**src/rtl/serial_pkg.sv**
```systemverilog
// Shared definitions for the serial shift path: FSM state encoding and default word width.
package serial_pkg;

  typedef enum logic {
    ST_IDLE    = 1'b0,
    ST_COLLECT = 1'b1
  } state_t;

  localparam int SER_WIDTH = 4;

endpackage

```
**src/rtl/sipo_collector_if.sv**
```systemverilog
// Serial-in / parallel-out bundle: master drives serial bits and ack, slave returns the word.
interface sipo_collector_if
  import serial_pkg::*;
#(
  parameter int WIDTH = SER_WIDTH,
  parameter int CNT_W = 5
);
  logic             clear;
  logic             shift;
  logic             s_in;
  logic             ack;
  logic [WIDTH-1:0] p_out;
  logic             valid;
  logic             busy;
  logic             overrun;
  logic [CNT_W-1:0] bit_cnt;

  modport master (
    output clear, shift, s_in, ack,
    input  p_out, valid, busy, overrun, bit_cnt
  );

  modport slave (
    input  clear, shift, s_in, ack,
    output p_out, valid, busy, overrun, bit_cnt
  );
endinterface

```
**src/rtl/sipo_bit_counter.sv**
```systemverilog
// Bit counter for one serial word; wraps to 0 on the increment that completes the word.
// tc is combinational (cnt == WIDTH-1 && inc) so the parent can capture the word on that same edge.
module sipo_bit_counter #(
  parameter int WIDTH = 4,
  parameter int CNT_W = 5
) (
  input  logic             clk,
  input  logic             reset_n,
  input  logic             inc,
  input  logic             clr,
  output logic [CNT_W-1:0] cnt,
  output logic             tc
);

  assign tc = inc && (cnt == CNT_W'(WIDTH - 1));

  always_ff @(posedge clk) begin
    if (!reset_n) begin
      cnt <= '0;
    end else if (clr || tc) begin
      cnt <= '0;
    end else if (inc) begin
      cnt <= cnt + CNT_W'(1);
    end
  end

endmodule

```
**src/rtl/sipo_collector.sv**
```systemverilog
// SIPO collector: p_out/valid update on the edge sampling the last bit; valid/ack handshake, sticky overrun.
// Default LSB-first; define SIPO_MSB_FIRST_EN for MSB-first assembly.
module sipo_collector
  import serial_pkg::*;
#(
  parameter int WIDTH = SER_WIDTH,
  parameter int CNT_W = 5
) (
  input  logic clk,
  input  logic reset_n,
  sipo_collector_if.slave bus
);

  state_t           state;
  state_t           state_nxt;
  logic             inc;
  logic             complete;
  logic [CNT_W-1:0] cnt;
  logic [WIDTH-1:0] sr;
  logic [WIDTH-1:0] sr_shifted;
  logic [WIDTH-1:0] p_out_q;
  logic             valid_q;
  logic             busy_q;
  logic             overrun_q;

  // clear outranks shift, so a shift under clear is not counted
  assign inc = bus.shift && !bus.clear;

`ifdef SIPO_MSB_FIRST_EN
  assign sr_shifted = {sr[WIDTH-2:0], bus.s_in};
`else
  assign sr_shifted = {bus.s_in, sr[WIDTH-1:1]};
`endif

  sipo_bit_counter #(
    .WIDTH (WIDTH),
    .CNT_W (CNT_W)
  ) u_bit_counter (
    .clk     (clk),
    .reset_n (reset_n),
    .inc     (inc),
    .clr     (bus.clear),
    .cnt     (cnt),
    .tc      (complete)
  );

  always_ff @(posedge clk) begin
    if (!reset_n) begin
      state <= ST_IDLE;
    end else begin
      state <= state_nxt;
    end
  end

  always_comb begin
    state_nxt = state;
    if (bus.clear) begin
      state_nxt = ST_IDLE;
    end else if (bus.shift) begin
      case (state)
        ST_IDLE:    state_nxt = ST_COLLECT;
        ST_COLLECT: state_nxt = complete ? ST_IDLE : ST_COLLECT;
        default:    state_nxt = ST_IDLE;
      endcase
    end
  end

  always_ff @(posedge clk) begin
    if (!reset_n) begin
      sr        <= '0;
      p_out_q   <= '0;
      valid_q   <= 1'b0;
      busy_q    <= 1'b0;
      overrun_q <= 1'b0;
    end else begin
      if (bus.clear) begin
        sr     <= '0;
        busy_q <= 1'b0;
      end else if (inc) begin
        sr     <= sr_shifted;
        busy_q <= !complete;
      end

      // A same-cycle ack consumes the old word, so the new one is not an overrun
      if (complete) begin
        p_out_q <= sr_shifted;
        valid_q <= 1'b1;
        if (valid_q && !bus.ack) begin
          overrun_q <= 1'b1;
        end
      end else if (bus.ack) begin
        valid_q <= 1'b0;
      end
    end
  end

  assign bus.p_out   = p_out_q;
  assign bus.valid   = valid_q;
  assign bus.busy    = busy_q;
  assign bus.overrun = overrun_q;
  assign bus.bit_cnt = cnt;

endmodule

```
**src/flat_wrapper.sv**
```systemverilog
// flat-port wrapper written by rule: the top's interface ports become plain ports
module sipo_collector_flat import serial_pkg::*;
#(
  parameter int WIDTH = SER_WIDTH,
  parameter int CNT_W = 5
)
  (clk, reset_n, bus_clear, bus_shift, bus_s_in, bus_ack, bus_p_out, bus_valid, bus_busy, bus_overrun, bus_bit_cnt);
  sipo_collector_if #(.WIDTH(WIDTH), .CNT_W(CNT_W)) bus_i ();
  input  logic clk;
  input  logic reset_n;
  input wire logic [$bits(bus_i.clear)-1:0] bus_clear;
  input wire logic [$bits(bus_i.shift)-1:0] bus_shift;
  input wire logic [$bits(bus_i.s_in)-1:0] bus_s_in;
  input wire logic [$bits(bus_i.ack)-1:0] bus_ack;
  output wire logic [$bits(bus_i.p_out)-1:0] bus_p_out;
  output wire logic [$bits(bus_i.valid)-1:0] bus_valid;
  output wire logic [$bits(bus_i.busy)-1:0] bus_busy;
  output wire logic [$bits(bus_i.overrun)-1:0] bus_overrun;
  output wire logic [$bits(bus_i.bit_cnt)-1:0] bus_bit_cnt;
  assign bus_i.clear = bus_clear;
  assign bus_i.shift = bus_shift;
  assign bus_i.s_in = bus_s_in;
  assign bus_i.ack = bus_ack;
  assign bus_p_out = bus_i.p_out;
  assign bus_valid = bus_i.valid;
  assign bus_busy = bus_i.busy;
  assign bus_overrun = bus_i.overrun;
  assign bus_bit_cnt = bus_i.bit_cnt;
  sipo_collector #(.WIDTH(WIDTH), .CNT_W(CNT_W)) u_core (.clk(clk), .reset_n(reset_n), .bus(bus_i));
endmodule
```
**config.mk**
```make
export PLATFORM = sky130hd
export DESIGN_NAME = sipo_collector_flat
export DESIGN_NICKNAME = d
export VERILOG_FILES = /design/src/rtl/serial_pkg.sv /design/src/rtl/sipo_collector_if.sv /design/src/rtl/sipo_bit_counter.sv /design/src/rtl/sipo_collector.sv /design/src/flat_wrapper.sv
export SDC_FILE = /design/constraint.sdc
export NUM_CORES = 1
export LEC_CHECK = 0
export CAP_MARGIN = 20
export CORE_AREA = 3 3 40 42
export CTS_CLUSTER_SIZE = 24
export DETAILED_ROUTE_END_ITERATION = 6
export DIE_AREA = 0 0 43 45
export DONT_BUFFER_PORTS = 1
export HOLD_SLACK_MARGIN = 0.08
export PLACE_DENSITY = 0.66
export SLEW_MARGIN = 5
export SYNTH_ARGS = -nofsm -noshare
export SYNTH_HDL_FRONTEND = slang
export SYNTH_SLANG_ARGS = --single-unit
export TNS_END_PERCENT = 20
```
**constraint.sdc**
```tcl
create_clock -name clk -period 2.05 [get_ports clk]
set_input_delay 0.3075 -clock clk [delete_from_list [all_inputs] [get_ports clk]]
set_output_delay 0.3075 -clock clk [all_outputs]
set_load 0.02 [all_outputs]
```
==> results.json, run 1 <==
{
  "finalSetupTns_ps": 0,
  "endpoint_kind": "flop",
  "avgRoutedWirePerCell_um": 13.1,
  "crit_type": "reg2reg",
  "grt_pass1_wl_um": 1600,
  "holdBufCountCts": 0,
  "antenna_found_initial": 0,
  "tritoncts": "built",
  "cts_setup_buffers": 0,
  "fin_nets": 69,
  "p_int_mw": 0.379,
  "seqPwrFrac": 0.621,
  "layout-drive-gt1-share": 0.115,
  "syn_to_final_growth_pct": 5.97,
  "p_leak_nw": 0.248,
  "pin_count": 18,
  "layout_commonest_cell": "dfxtp_1",
  "dp_slack_ps": 599,
  "grt_pass1_vias": 360,
  "layoutNonFillerInstCount": 76,
  "cts.sinks": 15,
  "min_period_over_period": 0.706,
  "crit_path_max_incr_delay_ps": 610,
  "path_cells": "or4_4, nor2_8, mux2i_1",
  "netlist-cell-type-count": 19,
  "ant_nets": 0,
  "grt.total_usage": 0.117,
  "dr.pass1.iters": 2,
  "antenna_cells": 0,
  "start_util": 0.473,
  "swShare": 0.215,
  "fin_crit_ps": 1450,
  "hp-class": "in2reg",
  "worst_slew_pin_slew_ps": 336,
  "design.core.area_um2": 1280,
  "pwr_density_cell_nw_per_um2": 750,
  "outcome": "finished, final reports clean",
  "cts_resized": 0,
  "clk_latency_ps": 280,
  "cp_top_family": "simple AND/OR/NAND/NOR gates",
  "yosysWarnings": 0,
  "dpl.cell_count": 72,
  "grt_overflow_total": 0,
  "final-max-slew-violation-count": 0,
  "syn-num-nets": 66,
  "drv_cap": 0,
  "clkPwrFrac": 0.343,
  "grt_start_max_net_pins": 13,
  "die_h_um": 45,
  "hold_ws_ps": 137,
  "clockRootBuffer": "clkbuf_4",
  "final_hold_viol_count": 0,
  "final_cell_mix": "15 x dfxtp_1, 10 x nor2_1, 8 x mux2i_1, 8 x nand2_1",
  "crit_slowest_cell": "or4_4",
  "detail_route.iter0.violations": 2,
  "ys_ff_latch": 15,
  "slew_headroom": 0.775,
  "drc": 0,
  "cts_buffers": 3,
  "path_buf_inv": 0,
  "crit_path_max_fanout": 6,
  "power.share.combinational": 0.036,
  "start_kind": "flop",
  "cp.required_ps": 2270,
  "clkTransAtPathRegs_ps": 90,
  "num_vias": 403,
  "via_per_inst": 5.30,
  "cp.arrival_ps": 1660,
  "dieArea_um2": 1940,
  "clk_path_buf_depth": 2,
  "rsz0062_at_grt": "no",
  "irDropWorstVdd_mv": 0.291,
  "wirelength_um": 993,
  "port_buffers": 0,
  "yosysSeqAreaShare": 0.494,
  "setup_slack_ps": 603,
  "h-tree-depth": 1,
  "synth_cells": 59,
  "fin_skew_ps": 5.44,
  "die_width_um": 43,
  "max_freq_mhz": 691,
  "synthesis.area_um2": 608,
  "synth_area_per_cell_um2": 10.3,
  "setup_viol": 0,
  "net-switching-power_mw": 0.104,
  "hpwl_um": 724,
  "gp_congestion": 0.689,
  "row_count": 13,
  "final_util": 0.501
}
[worst paths after layout]
path                                       startpoint                          endpoint  slack, ps  cells past startpoint
max          u_core.u_bit_counter.cnt[2]$_SDFFE_PP0P_  u_core.bus.p_out[1]$_SDFFE_PN0P_        600                      3
min reg2reg                 u_core.sr[1]$_SDFFE_PP0P_  u_core.bus.p_out[0]$_SDFFE_PN0P_        470                      2
min                                           reset_n     u_core.bus.valid$_SDFFE_PN0P_        140                      1
max reg2reg  u_core.u_bit_counter.cnt[2]$_SDFFE_PP0P_  u_core.bus.p_out[1]$_SDFFE_PN0P_        600                      3
[power by group through the flow]
stage / clock (mW) / sequential, mW / combinational (mW)
detailed placement: 0 / 0.307 / 0.0179
finish: 0.166 / 0.300 / 0.0176
CTS: 0.171 / 0.300 / 0.0179
floorplan: 0 / 0.306 / 0.0216
global placement: 0 / 0.307 / 0.0175
global route: 0.186 / 0.301 / 0.0198
[sequential cells by signal, indices dropped and copies added (netlist names)]
signal,flops
u_core.u_bit_counter.cnt,5
u_core.bus.p_out,4
u_core.sr,3
u_core.bus.busy,1
u_core.bus.overrun,1
u_core.bus.valid,1
[metal layers]
metal / share of wire / up-vias / track usage
li1: - / 199 / -
met4: 0.041 / 0 / 0.127
met2: 0.44 / 14 / 0.177
met1: 0.43 / 185 / 0.115
met3: 0.095 / 5 / 0.0518
met5: 0 / - / 0
[logic make-up (layout without fill, tap and decap cells)]
| logic type | Yosys count | after routing | synth area share |
|---|---|---|---|
| adder cells (fa/ha/maj) | 1 | 1 | 0.0206 |
| AND/OR/NAND/NOR | 26 | 26 | 0.224 |
| multiplexers | 8 | 8 | 0.132 |
| buffers and inverters | 2 | 4 | 0.0144 |
| XOR/XNOR | 4 | 4 | 0.0576 |
| AO/OA/AOI/OAI | 3 | 3 | 0.0576 |
| flip-flops | 15 | 15 | 0.494 |
[Yosys cell counts]
cell type / instances / share of area
o21bai_4: 1 / 0.031
mux2i_1: 8 / 0.13
clkbuf_1: 1 / 0.0062
xor2_1: 3 / 0.043
nand2b_1: 1 / 0.010
dfxtp_1: 15 / 0.49
nand2_2: 1 / 0.010
buf_2: 1 / 0.0082
o21a_1: 1 / 0.012
xnor2_1: 1 / 0.014
and2_1: 1 / 0.010
nand4_1: 2 / 0.021
or4_4: 1 / 0.019
ha_1: 1 / 0.021
nor2_1: 10 / 0.062
a31o_1: 1 / 0.014
nor2b_1: 1 / 0.010
nand2_1: 8 / 0.049
nor2_8: 1 / 0.033
[cell type report]
| type | count | area [um2] |
|---|---|---|
| clock buffer | 4 | 26.3 |
| fill | 131 | 641 |
| multi-input combinational | 42 | 299 |
| sequential | 15 | 300 |
| tap | 15 | 18.8 |
[metrics by stage]
step | power, mW | area [um2]
2_1_floorplan | 0.328 | 608
3_3_place_gp | 0.325 | 618
3_5_place_dp | 0.325 | 618
4_1_cts | 0.489 | 644
5_1_grt | 0.506 | 644
6_report | 0.483 | 644
[worst reg2reg max path, stage by stage, from the launching register on]
cell and delay [ps]:
dfxtp_1 420, or4_4 610, nor2_8 160, mux2i_1 200
No activity file was read; power rests on OpenSTA's default activity.
==> run 2, diff against run 1 <==
==> constraint.sdc (replaced) <==
create_clock -name clk -period 1.4 [get_ports clk]
set_input_delay 0.21 -clock clk [delete_from_list [all_inputs] [get_ports clk]]
set_output_delay 0.21 -clock clk [all_outputs]
set_load 0.02 [all_outputs]
==> run 2 against run 1 <==
Sequential share of layout area down 5.6 points; combinational power rose to 2.7 times the previous value; clock skew down 4.1 ps; highest routed layer unchanged; largest power group unchanged; flip-flop and latch count unchanged; core utilization up 6.8 points.
==> results.json, run 2 (synthesis gave the netlist of run 1 again) <==
{
  "net-switching-power_mw": 0.155,
  "fin_crit_ps": 1330,
  "slew_headroom": 0.806,
  "seqPwrFrac": 0.603,
  "crit_end": "u_core.bus.p_out[1]$_SDFFE_PN0P_",
  "syn_to_final_growth_pct": 20.4,
  "regArea_um2": 300,
  "pin_count": 18,
  "hpwl_um": 803,
  "clkTransAtPathRegs_ps": 90,
  "reg2regPathDepth": 3,
  "final_util": 0.570,
  "final_hold_viol_count": 0,
  "layout_commonest_cell": "dfxtp_1",
  "largest-register": "u_core.u_bit_counter.cnt",
  "clkPwrFrac": 0.330,
  "port_buffers": 0,
  "fin_skew_ps": 1.31,
  "start_util": 0.473,
  "multiInputGateArea_um2": 299,
  "drc": 0,
  "cp.required_ps": 1610,
  "die_h_um": 45,
  "tritoncts": "built",
  "setup_viol": 0,
  "die_width_um": 43,
  "ant_nets": 0,
  "cts.sinks": 15,
  "dieArea_um2": 1940,
  "drv_cap": 0,
  "startpoint": "u_core.u_bit_counter.cnt[4]$_SDFFE_PP0P_",
  "p_leak_nw": 0.296,
  "clockRootBuffer": "clkbuf_4",
  "grt_start_max_net_pins": 10,
  "cts_buffers": 3,
  "cts_setup_buffers": 0,
  "crit_type": "reg2reg",
  "final_cell_mix": "15 x dfxtp_1, 10 x nor2_1, 8 x mux2i_1, 8 x nand2_1",
  "num_vias": 430,
  "fin_nets": 79,
  "h-tree-depth": 1,
  "fillers": 122,
  "finalSetupTns_ps": 0,
  "r2r-start": "u_core.u_bit_counter.cnt[4]$_SDFFE_PP0P_",
  "start_kind": "flop",
  "power.share.combinational": 0.067,
  "dr.pass1.iters": 4,
  "largest_reg_flops": 5,
  "row_count": 13,
  "wirelength_um": 1130,
  "avgRoutedWirePerCell_um": 13.1,
  "outcome": "finished, final reports clean",
  "grt.total_usage": 0.132,
  "final-max-slew-violation-count": 0,
  "r2r-end": "u_core.bus.p_out[1]$_SDFFE_PN0P_",
  "irDropWorstVdd_mv": 0.471,
  "pwr_density_cell_nw_per_um2": 987,
  "layout-drive-gt1-share": 0.169,
  "antenna_cells": 0,
  "swShare": 0.215,
  "rsz0062_at_grt": "no",
  "min_period_over_period": 0.948,
  "worst_slew_pin_slew_ps": 290,
  "grt_pass1_vias": 409,
  "grt_overflow_total": 0,
  "cp.arrival_ps": 1530,
  "crit_path_max_fanout": 6,
  "max_freq_mhz": 753,
  "clk_latency_ps": 270,
  "p_int_mw": 0.567,
  "antenna_found_initial": 0,
  "detail_route.iter0.violations": 4,
  "via_per_inst": 5.00,
  "hp-class": "in2reg",
  "r2r_slack_ps": 70,
  "design.core.area_um2": 1280,
  "clk_path_buf_depth": 2,
  "cts_resized": 0,
  "endpoint_kind": "flop",
  "gp_congestion": 0.719,
  "grt_pass1_wl_um": 1820
}
-- run 2: cell count changes in the layout (fill, tap and decap cells not counted), sizes merged --
cell,before,now
buf,0,5
dlygate4sd3,0,5
-- run 2: cell type report --
| cell class | instances | area share |
|---|---|---|
| clock buffers | 4 | 0.0359 |
| repair buffers | 10 | 0.120 |
| multi-input cells | 42 | 0.409 |
| flip-flops and latches | 15 | 0.410 |
| well taps | 15 | 0.0256 |
-- run 2: repair_timing --
item,CTS,global route
setup endpoints to repair,0,0
hold buffers,4,1
hold endpoints to repair,7,1
-- run 2: how the worst min path moves through the flow --
| stage | from | end | depth (start not counted) |
|---|---|---|---|
| 5_1_grt | bus_shift | u_core.u_bit_counter.cnt[0]$_SDFFE_PP0P_ | 2 |
| 3_3_place_gp | reset_n | u_core.bus.valid$_SDFFE_PN0P_ | 1 |
| 6_report | bus_shift | u_core.u_bit_counter.cnt[0]$_SDFFE_PP0P_ | 2 |
| 3_5_place_dp | reset_n | u_core.bus.valid$_SDFFE_PN0P_ | 1 |
| 2_1_floorplan | bus_s_in | u_core.bus.p_out[3]$_SDFFE_PN0P_ | 2 |
| 4_1_cts | reset_n | u_core.bus.p_out[1]$_SDFFE_PN0P_ | 2 |
-- run 2: power by group through the flow --
stage | Combinational (mW) | Clock, mW | Sequential, mW
after floorplan | 0.0316 | 0 | 0.449
after global placement | 0.0327 | 0 | 0.446
after detailed placement | 0.0336 | 0 | 0.446
after CTS | 0.0459 | 0.250 | 0.436
after global routing | 0.0523 | 0.269 | 0.436
final | 0.0483 | 0.238 | 0.435
-- run 2: critical path, stage by stage, from the launching register on --
cell and delay [ps]:
dfxtp_1 320, or4_4 580, nor2_8 160, mux2i_1 200
-- run 2: through the flow --
step | instance area, um2 | power (mW) | instances | setup WS [ps] | hold slack (ps)
floorplan | 608 | 0.480 | 59 | 30.6 | 352
global placement | 656 | 0.478 | 77 | 102 | 333
detailed placement | 656 | 0.479 | 77 | 73.6 | 336
CTS | 722 | 0.731 | 85 | 54.0 | 83.6
global route | 732 | 0.758 | 86 | 2.37 | 82.2
finish | 732 | 0.722 | 86 | 72.8 | 86.9
-- run 2: per-layer routing --
layer,GRT usage,vias up,wire [um],part of all wire
li1,-,220,-,-
met1,0.162,197,540,0.48
met2,0.189,11,484,0.43
met3,0.0558,2,84,0.074
met4,0.0904,0,18,0.016
met5,0,-,0,0
==> run 3, diff against run 2 <==
--- a/config.mk
+++ b/config.mk
@@ -11,7 +11,7 @@
 export DETAILED_ROUTE_END_ITERATION = 6
 export DIE_AREA = 0 0 43 45
 export DONT_BUFFER_PORTS = 1
-export HOLD_SLACK_MARGIN = 0.08
+export HOLD_SLACK_MARGIN = 0.1
 export PLACE_DENSITY = 0.66
 export SLEW_MARGIN = 5
 export SYNTH_ARGS = -nofsm -noshare
==> run 3 against run 2 <==
Combinational power shrank 2%; count of clock-buffer cells in the layout is the same; register-to-register slack is essentially flat; critical path depth is the same; power shrank 0.12%; sequential power is essentially flat; flip-flop and latch count is the same.
==> results.json, run 3 (synthesis gave the netlist of run 1 again) <==
{
  "outcome": "finished, final reports clean",
  "hp-start": "reset_n",
  "place_area_um2": 656,
  "detail_route.iter0.violations": 4,
  "tritoncts": "built",
  "seqPwrFrac": 0.604,
  "clkPwrFrac": 0.331,
  "pin_count": 18,
  "die_width_um": 43,
  "hpwl_um": 803,
  "fin_skew_ps": 2.50,
  "rsz0062_at_grt": "no",
  "reg2regPathDepth": 3,
  "clk_path_buf_depth": 2,
  "setup_viol": 0,
  "min_period_over_period": 0.947,
  "gp_congestion": 0.719,
  "r2r-start": "u_core.u_bit_counter.cnt[4]$_SDFFE_PP0P_",
  "start_kind": "flop",
  "clkTransAtPathRegs_ps": 80,
  "finalSetupTns_ps": 0,
  "cp.arrival_ps": 1530,
  "fin_total_pwr_mw": 0.721,
  "min_path_cells": 2,
  "dr.pass1.iters": 2,
  "syn_to_final_growth_pct": 17.1,
  "grt_pass1_wl_um": 1760,
  "wirelength_um": 1080,
  "ant_nets": 0,
  "r2r-end": "u_core.bus.p_out[1]$_SDFFE_PN0P_",
  "antenna_found_initial": 0,
  "postLayoutCellArea_um2": 712,
  "grt.total_usage": 0.129,
  "cts_buffers": 3,
  "dp_slack_ps": 73.6,
  "p_int_mw": 0.563,
  "dieArea_um2": 1940,
  "drv_cap": 0,
  "die_h_um": 45,
  "slew_headroom": 0.776,
  "cp.required_ps": 1610,
  "drc": 0,
  "final_cell_mix": "15 x dfxtp_1, 10 x nor2_1, 8 x mux2i_1, 8 x nand2_1, 5 x buf_4",
  "endpoint_kind": "flop",
  "layout-drive-gt1-share": 0.174,
  "clk_latency_ps": 270,
  "p_leak_nw": 0.288,
  "start_util": 0.473,
  "net-switching-power_mw": 0.158,
  "antenna_cells": 0,
  "largest_reg_flops": 5,
  "swShare": 0.219,
  "crit_type": "reg2reg",
  "r2r_slack_ps": 70,
  "h-tree-depth": 1,
  "design.core.area_um2": 1280,
  "grt_overflow_total": 0,
  "num_vias": 432,
  "row_count": 13,
  "fillers": 125,
  "grt_start_max_net_pins": 11,
  "final_hold_viol_count": 0,
  "max_freq_mhz": 754,
  "pwr_density_cell_nw_per_um2": 1010,
  "clockRootBuffer": "clkbuf_4",
  "avgRoutedWirePerCell_um": 12.9,
  "final-max-slew-violation-count": 0,
  "irDropWorstVdd_mv": 0.469,
  "layout_commonest_cell": "dfxtp_1",
  "hp-class": "in2reg",
  "worstHoldEndpoint": "u_core.bus.overrun$_SDFFE_PN0P_",
  "setup_slack_ps": 74.5,
  "largest-register": "u_core.u_bit_counter.cnt",
  "grt_pass1_vias": 412,
  "crit_path_max_fanout": 6,
  "via_per_inst": 5.14,
  "worst_slew_pin_slew_ps": 335,
  "cts.sinks": 15,
  "power.share.combinational": 0.066,
  "port_buffers": 0,
  "fin_nets": 77,
  "fin_crit_ps": 1330
}
[run 3: final cells by class]
type                            instances  area (um2)  area share
Sequential cell                        15         300       0.422
Tap cell                               15        18.8      0.0264
Clock buffer                            4        26.3      0.0369
Multi-Input combinational cell         42         299       0.420
Timing Repair Buffer                    8        67.6      0.0949
[run 3: critical path, cell delays in order (launching register included)]
cell     delay [ps]
dfxtp_1         320
or4_4           580
nor2_8          160
mux2i_1         200
[run 3: repair_timing]
action	CTS	global route
hold buffers	3	0
setup buffers	0	0
gates resized for setup	0	0
hold endpoints to repair	12	0
[run 3: routing by layer]
metal	GRT usage	part of all wire
met2	0.189	0.42
met5	0	0
met4	0.0904	0.027
met1	0.155	0.47
met3	0.0518	0.076
[run 3: worst max-delay path by stage]
| stage | slack (ps) | endpoint | start |
|---|---|---|---|
| floorplan | 30 | u_core.bus.p_out[0]$_SDFFE_PN0P_ | u_core.u_bit_counter.cnt[2]$_SDFFE_PP0P_ |
| global placement | 100 | u_core.bus.p_out[1]$_SDFFE_PN0P_ | u_core.u_bit_counter.cnt[4]$_SDFFE_PP0P_ |
| detailed placement | 70 | u_core.bus.p_out[1]$_SDFFE_PN0P_ | u_core.u_bit_counter.cnt[4]$_SDFFE_PP0P_ |
| CTS | 50 | u_core.bus.p_out[1]$_SDFFE_PN0P_ | u_core.u_bit_counter.cnt[4]$_SDFFE_PP0P_ |
| global route | 2 | u_core.bus.p_out[3]$_SDFFE_PN0P_ | u_core.u_bit_counter.cnt[4]$_SDFFE_PP0P_ |
| finish | 70 | u_core.bus.p_out[1]$_SDFFE_PN0P_ | u_core.u_bit_counter.cnt[4]$_SDFFE_PP0P_ |
[run 3: through the flow]
| stage | utilization | hold slack, ps | instances |
|---|---|---|---|
| after floorplan | - | 352 | 59 |
| after global placement | 0.510 | 333 | 77 |
| after detailed placement | 0.510 | 336 | 77 |
| after CTS | 0.554 | 144 | 84 |
| after global routing | 0.554 | 152 | 84 |
| final | 0.554 | 152 | 84 |
[run 3: power by group through the flow]
stage / logic (mW) / clock network [mW] / registers (mW)
finish: 0.0474 / 0.238 / 0.435
global route: 0.0518 / 0.269 / 0.436
CTS: 0.0478 / 0.250 / 0.436
detailed placement: 0.0336 / 0 / 0.446
global placement: 0.0327 / 0 / 0.446
floorplan: 0.0316 / 0 / 0.449
